===== src/rtl/bus_store_pkg.sv =====
// Shared types for the bus store unit: default widths, queue entry layout and
// the address-capture FSM encoding.
package bus_store_pkg;

  localparam int unsigned DEF_DATA_W = 16;
  localparam int unsigned DEF_ADDR_W = 16;

  typedef struct packed {
    logic [DEF_ADDR_W-1:0] addr;
    logic [DEF_DATA_W-1:0] data;
  } store_entry_t;

  typedef enum logic {
    NO_ADDR,
    ADDR_HELD
  } addr_state_t;

endpackage


===== src/rtl/bus_store_unit_fifo.sv =====
// store_fifo: posted-write queue of store entries. With BUS_STORE_FWD_EN defined it
// also exposes an age-ordered view (index 0 = oldest) plus per-slot valid bits.
module store_fifo
  import bus_store_pkg::*;
#(
  parameter int unsigned DEPTH   = 4,
  parameter type         entry_t = store_entry_t
) (
  input  logic   clk,
  input  logic   rst,
  input  logic   push,
  input  logic   pop,
  input  entry_t wr_entry,
  output entry_t head,
  output logic   full,
  output logic   empty
`ifdef BUS_STORE_FWD_EN
  ,
  output entry_t [DEPTH-1:0] entries,
  output logic   [DEPTH-1:0] valid
`endif
);

  localparam int unsigned PW = $clog2(DEPTH);
  localparam int unsigned CW = $clog2(DEPTH + 1);

  entry_t          mem [DEPTH];
  logic [PW-1:0]   rd_ptr;
  logic [PW-1:0]   wr_ptr;
  logic [CW-1:0]   count;
  logic            do_push;
  logic            do_pop;

  assign full    = (count == CW'(DEPTH));
  assign empty   = (count == '0);
  assign do_pop  = pop && !empty;
  // A full queue still accepts when the head leaves in the same cycle.
  assign do_push = push && (!full || do_pop);
  assign head    = mem[rd_ptr];

  always_ff @(posedge clk) begin
    if (do_push && !rst) begin
      mem[wr_ptr] <= wr_entry;
    end
  end

  always_ff @(posedge clk) begin
    if (rst) begin
      rd_ptr <= '0;
      wr_ptr <= '0;
      count  <= '0;
    end else begin
      if (do_push) wr_ptr <= wr_ptr + PW'(1);
      if (do_pop)  rd_ptr <= rd_ptr + PW'(1);
      count <= count + CW'(do_push) - CW'(do_pop);
    end
  end

`ifdef BUS_STORE_FWD_EN
  always_comb begin
    for (int unsigned k = 0; k < DEPTH; k++) begin
      entries[k] = mem[rd_ptr + PW'(k)];
      valid[k]   = (CW'(k) < count);
    end
  end
`endif

endmodule


===== src/rtl/bus_store_unit.sv =====
// bus_store_unit: captures stores/pushes from the shared bus into a posted-write
// queue drained on RAM grant. Optional store forwarding under BUS_STORE_FWD_EN.
module bus_store_unit
  import bus_store_pkg::*;
#(
  parameter int unsigned DATA_W = DEF_DATA_W,
  parameter int unsigned ADDR_W = DEF_ADDR_W,
  parameter int unsigned DEPTH  = 4
) (
  input  logic              clk,
  input  logic              rst,
  input  logic [DATA_W-1:0] bus,
  input  logic              addr_ld,
  input  logic              data_ld,
  input  logic              push,
  input  logic [ADDR_W-1:0] sp,
  output logic [ADDR_W-1:0] sp_next,
  output logic              sp_upd,
  output logic              ram_req,
  input  logic              ram_grant,
  output logic              ram_wren,
  output logic [ADDR_W-1:0] ram_addr,
  output logic [DATA_W-1:0] ram_data,
  output logic              full,
  output logic              empty,
  output logic              err
`ifdef BUS_STORE_FWD_EN
  ,
  input  logic [ADDR_W-1:0] rd_addr,
  output logic              fwd_hit,
  output logic [DATA_W-1:0] fwd_data
`endif
);

  typedef struct packed {
    logic [ADDR_W-1:0] addr;
    logic [DATA_W-1:0] data;
  } bsu_entry_t;

  addr_state_t       state_q, state_d;
  logic [ADDR_W-1:0] addr_q, addr_d;
  logic [ADDR_W-1:0] sp_dec;
  logic              enq, accept, push_ok, err_d;
  bsu_entry_t        enq_entry, head;

  assign sp_dec   = sp - ADDR_W'(1);
  assign ram_req  = !empty;
  assign ram_wren = ram_req && ram_grant;
  assign ram_addr = empty ? '0 : head.addr;
  assign ram_data = empty ? '0 : head.data;

  assign enq     = data_ld && (push || state_q == ADDR_HELD);
  assign accept  = enq && (!full || ram_wren);
  assign push_ok = accept && push;

  always_comb begin
    enq_entry.addr = push ? sp_dec : addr_q;
    enq_entry.data = bus;
  end

  // data_ld takes priority; a concurrent addr_ld is discarded and flagged.
  always_comb begin
    state_d = state_q;
    addr_d  = addr_q;
    err_d   = err;
    if (data_ld && !push) begin
      if (state_q == ADDR_HELD) state_d = NO_ADDR;
      else                      err_d   = 1'b1;
    end else if (addr_ld && !data_ld) begin
      state_d = ADDR_HELD;
      addr_d  = bus;
    end
    if (addr_ld && data_ld) err_d = 1'b1;
    if (enq && !accept)     err_d = 1'b1;
  end

  always_ff @(posedge clk) begin
    if (rst) begin
      state_q <= NO_ADDR;
      addr_q  <= '0;
      err     <= 1'b0;
      sp_upd  <= 1'b0;
      sp_next <= '0;
    end else begin
      state_q <= state_d;
      addr_q  <= addr_d;
      err     <= err_d;
      sp_upd  <= push_ok;
      if (push_ok) sp_next <= sp_dec;
    end
  end

`ifdef BUS_STORE_FWD_EN
  bsu_entry_t [DEPTH-1:0] q_entries;
  logic       [DEPTH-1:0] q_valid;

  // Scan oldest to newest so the last match (newest store) wins.
  always_comb begin
    fwd_hit  = 1'b0;
    fwd_data = '0;
    for (int unsigned k = 0; k < DEPTH; k++) begin
      if (q_valid[k] && q_entries[k].addr == rd_addr) begin
        fwd_hit  = 1'b1;
        fwd_data = q_entries[k].data;
      end
    end
  end
`endif

  store_fifo #(
    .DEPTH  (DEPTH),
    .entry_t(bsu_entry_t)
  ) u_fifo (
    .clk     (clk),
    .rst     (rst),
    .push    (enq),
    .pop     (ram_wren),
    .wr_entry(enq_entry),
    .head    (head),
    .full    (full),
    .empty   (empty)
`ifdef BUS_STORE_FWD_EN
    ,
    .entries (q_entries),
    .valid   (q_valid)
`endif
  );

endmodule


===== config.mk =====
export PLATFORM = sky130hd
export DESIGN_NAME = bus_store_unit
export DESIGN_NICKNAME = d
export VERILOG_FILES = /design/src/rtl/bus_store_pkg.sv /design/src/rtl/bus_store_unit_fifo.sv /design/src/rtl/bus_store_unit.sv
export SDC_FILE = /design/constraint.sdc
export NUM_CORES = 1
export LEC_CHECK = 0
export BUFFER_PORTS_ARGS = -buffer_cell sky130_fd_sc_hd__buf_2
export CAP_MARGIN = 20
export CORE_MARGIN = 1.5
export CORE_UTILIZATION = 40
export DETAILED_ROUTE_END_ITERATION = 7
export GPL_TIMING_DRIVEN = 0
export PLACE_DENSITY = 0.57
export SLEW_MARGIN = 20
export SYNTH_ARGS = -nofsm -noshare
export SYNTH_HDL_FRONTEND = slang
export SYNTH_SLANG_ARGS = --single-unit

===== constraint.sdc =====
create_clock -name clk -period 3.7 [get_ports clk]
set_clock_uncertainty 0.15 [all_clocks]
set_input_delay 0.555 -clock clk [delete_from_list [all_inputs] [get_ports clk]]
set_output_delay 0.555 -clock clk [all_outputs]
set_load 0.005 [all_outputs]

Word-level counts from Yosys, hierarchy flattened
Memories as Yosys holds them, arrays and structs flattened. A register that Yosys moved wholly into a read port is not among the register bits.
Index checks and enable logic that the tools add are counted.

storage, ports and cells
  bits in registers = 42
  RAM bits = 128
  bits of input ports = 38
  output and inout bits = 54
  word-level logic and storage cells = 53
  memories kept = 1

operators by class
  add/subtract/negate cells = 5
  equality and inequality tests = 2
  muxes and demuxes = 11
  bitwise gates (word level) = 1
  reduce and logical (&&, ||, !) cells = 25

memory list
  name        depth  bits a word  rd ports  clocked after memory_dff  write ports  line                       source
  u_fifo.mem  4      32           1         1                         1            bus_store_unit_fifo.sv:27  entry_t mem [DEPTH];

operator list
  cell                                                    number
  two-way mux 16 bit                                      3
  subtractor 16 x 1 -> 16 bit (second input constant)     1
  logical AND 1 bit                                       11
  logical NOT 1 bit                                       6
  two-way mux 1 bit                                       6
  adder 2 x 1 -> 2 bit (second input constant)            2
  two-way mux 2 bit                                       2
  AND reduction 2 bit                                     2
  adder 3 x 1 -> 3 bit                                    1
  equality test 3 bit (second input constant)             1
  logical NOT 3 bit                                       1
  logical OR 1 bit                                        3
  inequality test 3 x 1 -> 1 bit (second input constant)  1
  nonzero test 3 bit                                      1
  subtractor 3 x 1 -> 3 bit                               1
  OR reduction 2 bit                                      1
  NOT 1 bit                                               1

Depth between registers and ports, before layout
  word-level depth = 9
  mapped depth = 10
  mapped depth without buffers = 9

Modules after synthesis
A second synthesis with hierarchy kept.

unflattened totals
  cells, all modules = 466
  area total of the unflattened synthesis = 6,939.2 um^2

by module, submodules not included
  module          times used  cells an instance  area an instance (um^2)  sequential area each (um^2)
  store_fifo      1           215                5,083.6                  4,023.9
  bus_store_unit  1           251                1,855.5                  700.7

Least setup slack after synthesis
No wires, ideal clock.

  path type = input -> register
  start point = input push
  end point = memory u_fifo.mem[0][0] (netlist name) (enable)
  setup time = 392 ps
  arrival = 2,017 ps
  required time = 3,158 ps
  slack = 1,141 ps
  stages on the path = 4
  buffers on the path = 1
  cell sequence = clkbuf_1 -> o21ai_0 -> nor3_1 -> and2_1

between the ends
  cells in the longest elaborated chain, start to end = 6

RTL lines
  what                                     line                       source
  start, declared                          bus_store_unit.sv:15       input logic push,
  logical OR 1 bit                         bus_store_unit.sv:52       assign enq = data_ld && (push || state_q == ADDR_HELD);
  logical AND 1 bit                        bus_store_unit.sv:52
  logical AND 1 bit                        bus_store_unit_fifo.sv:38  assign do_push = push && (!full || do_pop);
  logical AND 1 bit                        bus_store_unit_fifo.sv:42  if (do_push && !rst) begin
  two-way mux 1 bit                        bus_store_unit_fifo.sv:42
  two-way mux 1 bit (not written as such)  bus_store_unit_fifo.sv:43  mem[wr_ptr] <= wr_entry;
  end, declared                            bus_store_unit_fifo.sv:27

Every way passes these cells.

==> flow_summary.json <==
{
  "synth_flop_cell": "edfxtp_1",
  "cts_bufs_inserted": 17,
  "fp.coreArea_um2": 16800,
  "finalMaxSlewViolations": 0,
  "postCtsResizedCells": 0,
  "die_width_um": 135,
  "post_route_cells_drive_above_1_share": 0.272,
  "timing.hold.ws_ns": 0.213,
  "grt_start_max_net_pins": 27,
  "synth_fp_nets": 515,
  "power_density_nw_per_um2": 605,
  "detailed_place.area_um2": 7730,
  "crit_arrival_ns": 2.38,
  "wirelength_um": 15500,
  "ctsHoldBuffers": 0,
  "worst_setup_path_start_kind": "flop",
  "firstDrtPassIters": 4,
  "mostFrequentLayoutCells": "128 x edfxtp_1, 93 x buf_2, 44 x dfxtp_1",
  "synth.yosys.seq_area_share": 0.683,
  "detailedRoute.firstIterationViolations": 228,
  "globalRoute.totalOverflow": 0,
  "setup-violations-final": 0,
  "die_area_um2": 18100,
  "min-delay-start": "bus[15]",
  "layout.cells.most_common": "edfxtp_1",
  "fillers": 1496,
  "htree_levels": 4,
  "vdd_drop_max_mv": 0.363,
  "io_pins": 92,
  "clock_latency_at_the_later_pin_of_the_worst_skew_pair_ns": 0.43,
  "ff_to_ff_start": "u_fifo.count[1]",
  "r2r_cells": 10,
  "via_count_of_the_first_global_routing_pass": 4318,
  "route.detailed.drc": 0,
  "period_minus_slack_ns": 3.09,
  "rsz_0062_raised_after_global_routing": "no",
  "regArea_um2": 4720,
  "report.final.hold_viol_count": 0,
  "status": "complete, no violations",
  "crit_fanout": 10,
  "max-slew-margin-rel": 0.525,
  "grt_antenna_before_repair": 0,
  "yosys-top-cells-area": "edfxtp_1 56%, dfxtp_1 13%, mux4_2 10%, and2_1 3.3%, nor2_1 2.3%",
  "num-nets-final": 628,
  "stdcell_area_um2": 8290,
  "cts.clk_slew.worst_paths_ns": 0.06,
  "hpwl_um": 10800,
  "timing_worst_slew_pin_value_ns": 0.713,
  "end_kind": "primary output",
  "post_synth_num_cell_types": 41,
  "postSynthCellCount": 470,
  "synthesis.area_per_instance_um2": 14.7,
  "worst_hold_path.endpoint": "u_fifo.mem[1][15]",
  "postCtsSetupRepairBufs": 0,
  "synthToLayoutAreaGrowth_pct": 19.8,
  "grt_use_total": 0.182,
  "initial_core_util": 0.413,
  "worstSetupPathType": "reg -> out",
  "synth-edff-count": 128,
  "cts_sinks": 172,
  "gp_routability_congestion": 0.807,
  "site_rows": 47,
  "yosys_register_bits": 172,
  "hold_depth": 1,
  "crit-reg2reg-capture": "u_fifo.count[2]",
  "cp_data_required_time_ns": 2.99,
  "fin_tns_setup_ns": 0,
  "post-synth-top-area-fraction": 0.556,
  "report.power.total_w": 0.00502,
  "layout_worst_path_cycle_share": 0.835,
  "multi_input_area_um2": 2060,
  "synthArstFlopShare": 0,
  "die_y_um": 135,
  "max-clock-path-buffers": 2,
  "vias_per_cell": 5.14,
  "ys_warn_count": 0,
  "maxCapViolCount": 0,
  "routed_wire_length_per_instance_um": 18.9,
  "cellLeakagePower_nw": 2.93,
  "detail-route-antenna-nets": 0,
  "post_synth_instance_area_um2": 6920,
  "post-synth-top-area-cell": "edfxtp_1",
  "fmax_ghz": 0.324,
  "port_buffers": 90,
  "grt_pass1_wl_um": 24100,
  "timing.reg2reg.setup_slack_ns": 0.95,
  "clk_root_buffer_cell": "clkbuf_16",
  "worst_hold_path_type": "in -> reg",
  "n_antenna_cell": 0,
  "detailroute.via_count": 4194,
  "cts_tree": "done"
}
==> cells in the mapped netlist (2+ instances only) <==
| cell | count |
|---|---|
| edfxtp_1 | 128 |
| dfxtp_1 | 44 |
| nor2_1 | 43 |
| and2_1 | 37 |
| nand2_1 | 37 |
| a21oi_1 | 32 |
| mux4_2 | 32 |
| clkbuf_1 | 22 |
| a211oi_1 | 15 |
| inv_1 | 10 |
| xnor2_1 | 8 |
| xor2_1 | 8 |
| ha_1 | 6 |
| nor3_1 | 5 |
| o21ai_0 | 4 |
| or3_1 | 4 |
| buf_2 | 3 |
| nor2b_1 | 3 |
| buf_1 | 2 |
| mux2i_1 | 2 |
| nand3_1 | 2 |
| nor3b_1 | 2 |
| nor4_1 | 2 |
| or4_1 | 2 |
==> kinds of logic after synthesis <==
| group | Yosys count | share of synthesized area |
|---|---|---|
| adders and majority gates | 7 | 0.0137 |
| muxes | 34 | 0.107 |
| and+or+nand+nor | 146 | 0.105 |
| xor gates and xnor gates | 16 | 0.0203 |
| buffers and inverters | 37 | 0.0206 |
| DFF | 172 | 0.683 |
| AOI/OAI and AO/OA | 58 | 0.0505 |
==> per-stage QoR <==
step                      instances  worst slack, ns   util
final                           816            0.611  0.494
after detailed placement        784            0.888  0.461
after floorplan                 470             1.14      -
after CTS                       816            0.550  0.494
after global placement          780            0.108  0.456
after global routing            816            0.454  0.494
==> worst max-delay path, cell delays in order (launching register included) <==
cell      delay, ns
dfxtp_1        0.31
clkbuf_1       0.34
buf_2          0.44
mux4_2         0.58
and2_1         0.17
buf_2          0.12
==> power by group <==
group / internal [W] / leakage, nW / switching [W] / total, W
clock: 0.000979 / 0.258 / 0.000704 / 0.00168
combinational: 0.000548 / 1.15 / 0.000563 / 0.00111
sequential: 0.00217 / 1.52 / 0.0000526 / 0.00222
total: 0.00370 / 2.93 / 0.00132 / 0.00502
==> layer usage <==
layer | GRT usage | share of wire | vias up
met4 | 0.0633 | 0.016 | 0
met5 | 0 | 0 | -
met3 | 0.0405 | 0.049 | 24
li1 | - | - | 1971
met2 | 0.301 | 0.50 | 111
met1 | 0.238 | 0.44 | 2088
==> area by class of cell <==
type	count	share of cell area
sequential	172	0.570
multi-input combinational	261	0.248
timing repair buffer	94	0.0640
clock buffer	18	0.0518
tap	220	0.0332
clock inverter	14	0.0156
buffer	27	0.0127
inverter	10	0.00453
==> sequential cells by signal, indices dropped and copies added (netlist names), named ones only <==
signal / flops
u_fifo.wr_ptr: 2
addr_q: 16
err: 1
sp_upd: 1
u_fifo.count: 3
u_fifo.mem: 128
u_fifo.rd_ptr: 2
state_q: 1
sp_next: 16
==> worst max path at each step <==
stage	cells after the start	slack (ns)	endpoint
final	5	0.61	ram_addr[13]
after global routing	5	0.45	ram_addr[13]
after CTS	5	0.55	ram_addr[11]
after detailed placement	7	0.89	u_fifo.mem[3][30]
after global placement	5	0.11	u_fifo.mem[1][4]
after floorplan	4	1.14	u_fifo.mem[0][0]
Note: power is estimated with default switching activity, not from simulation.
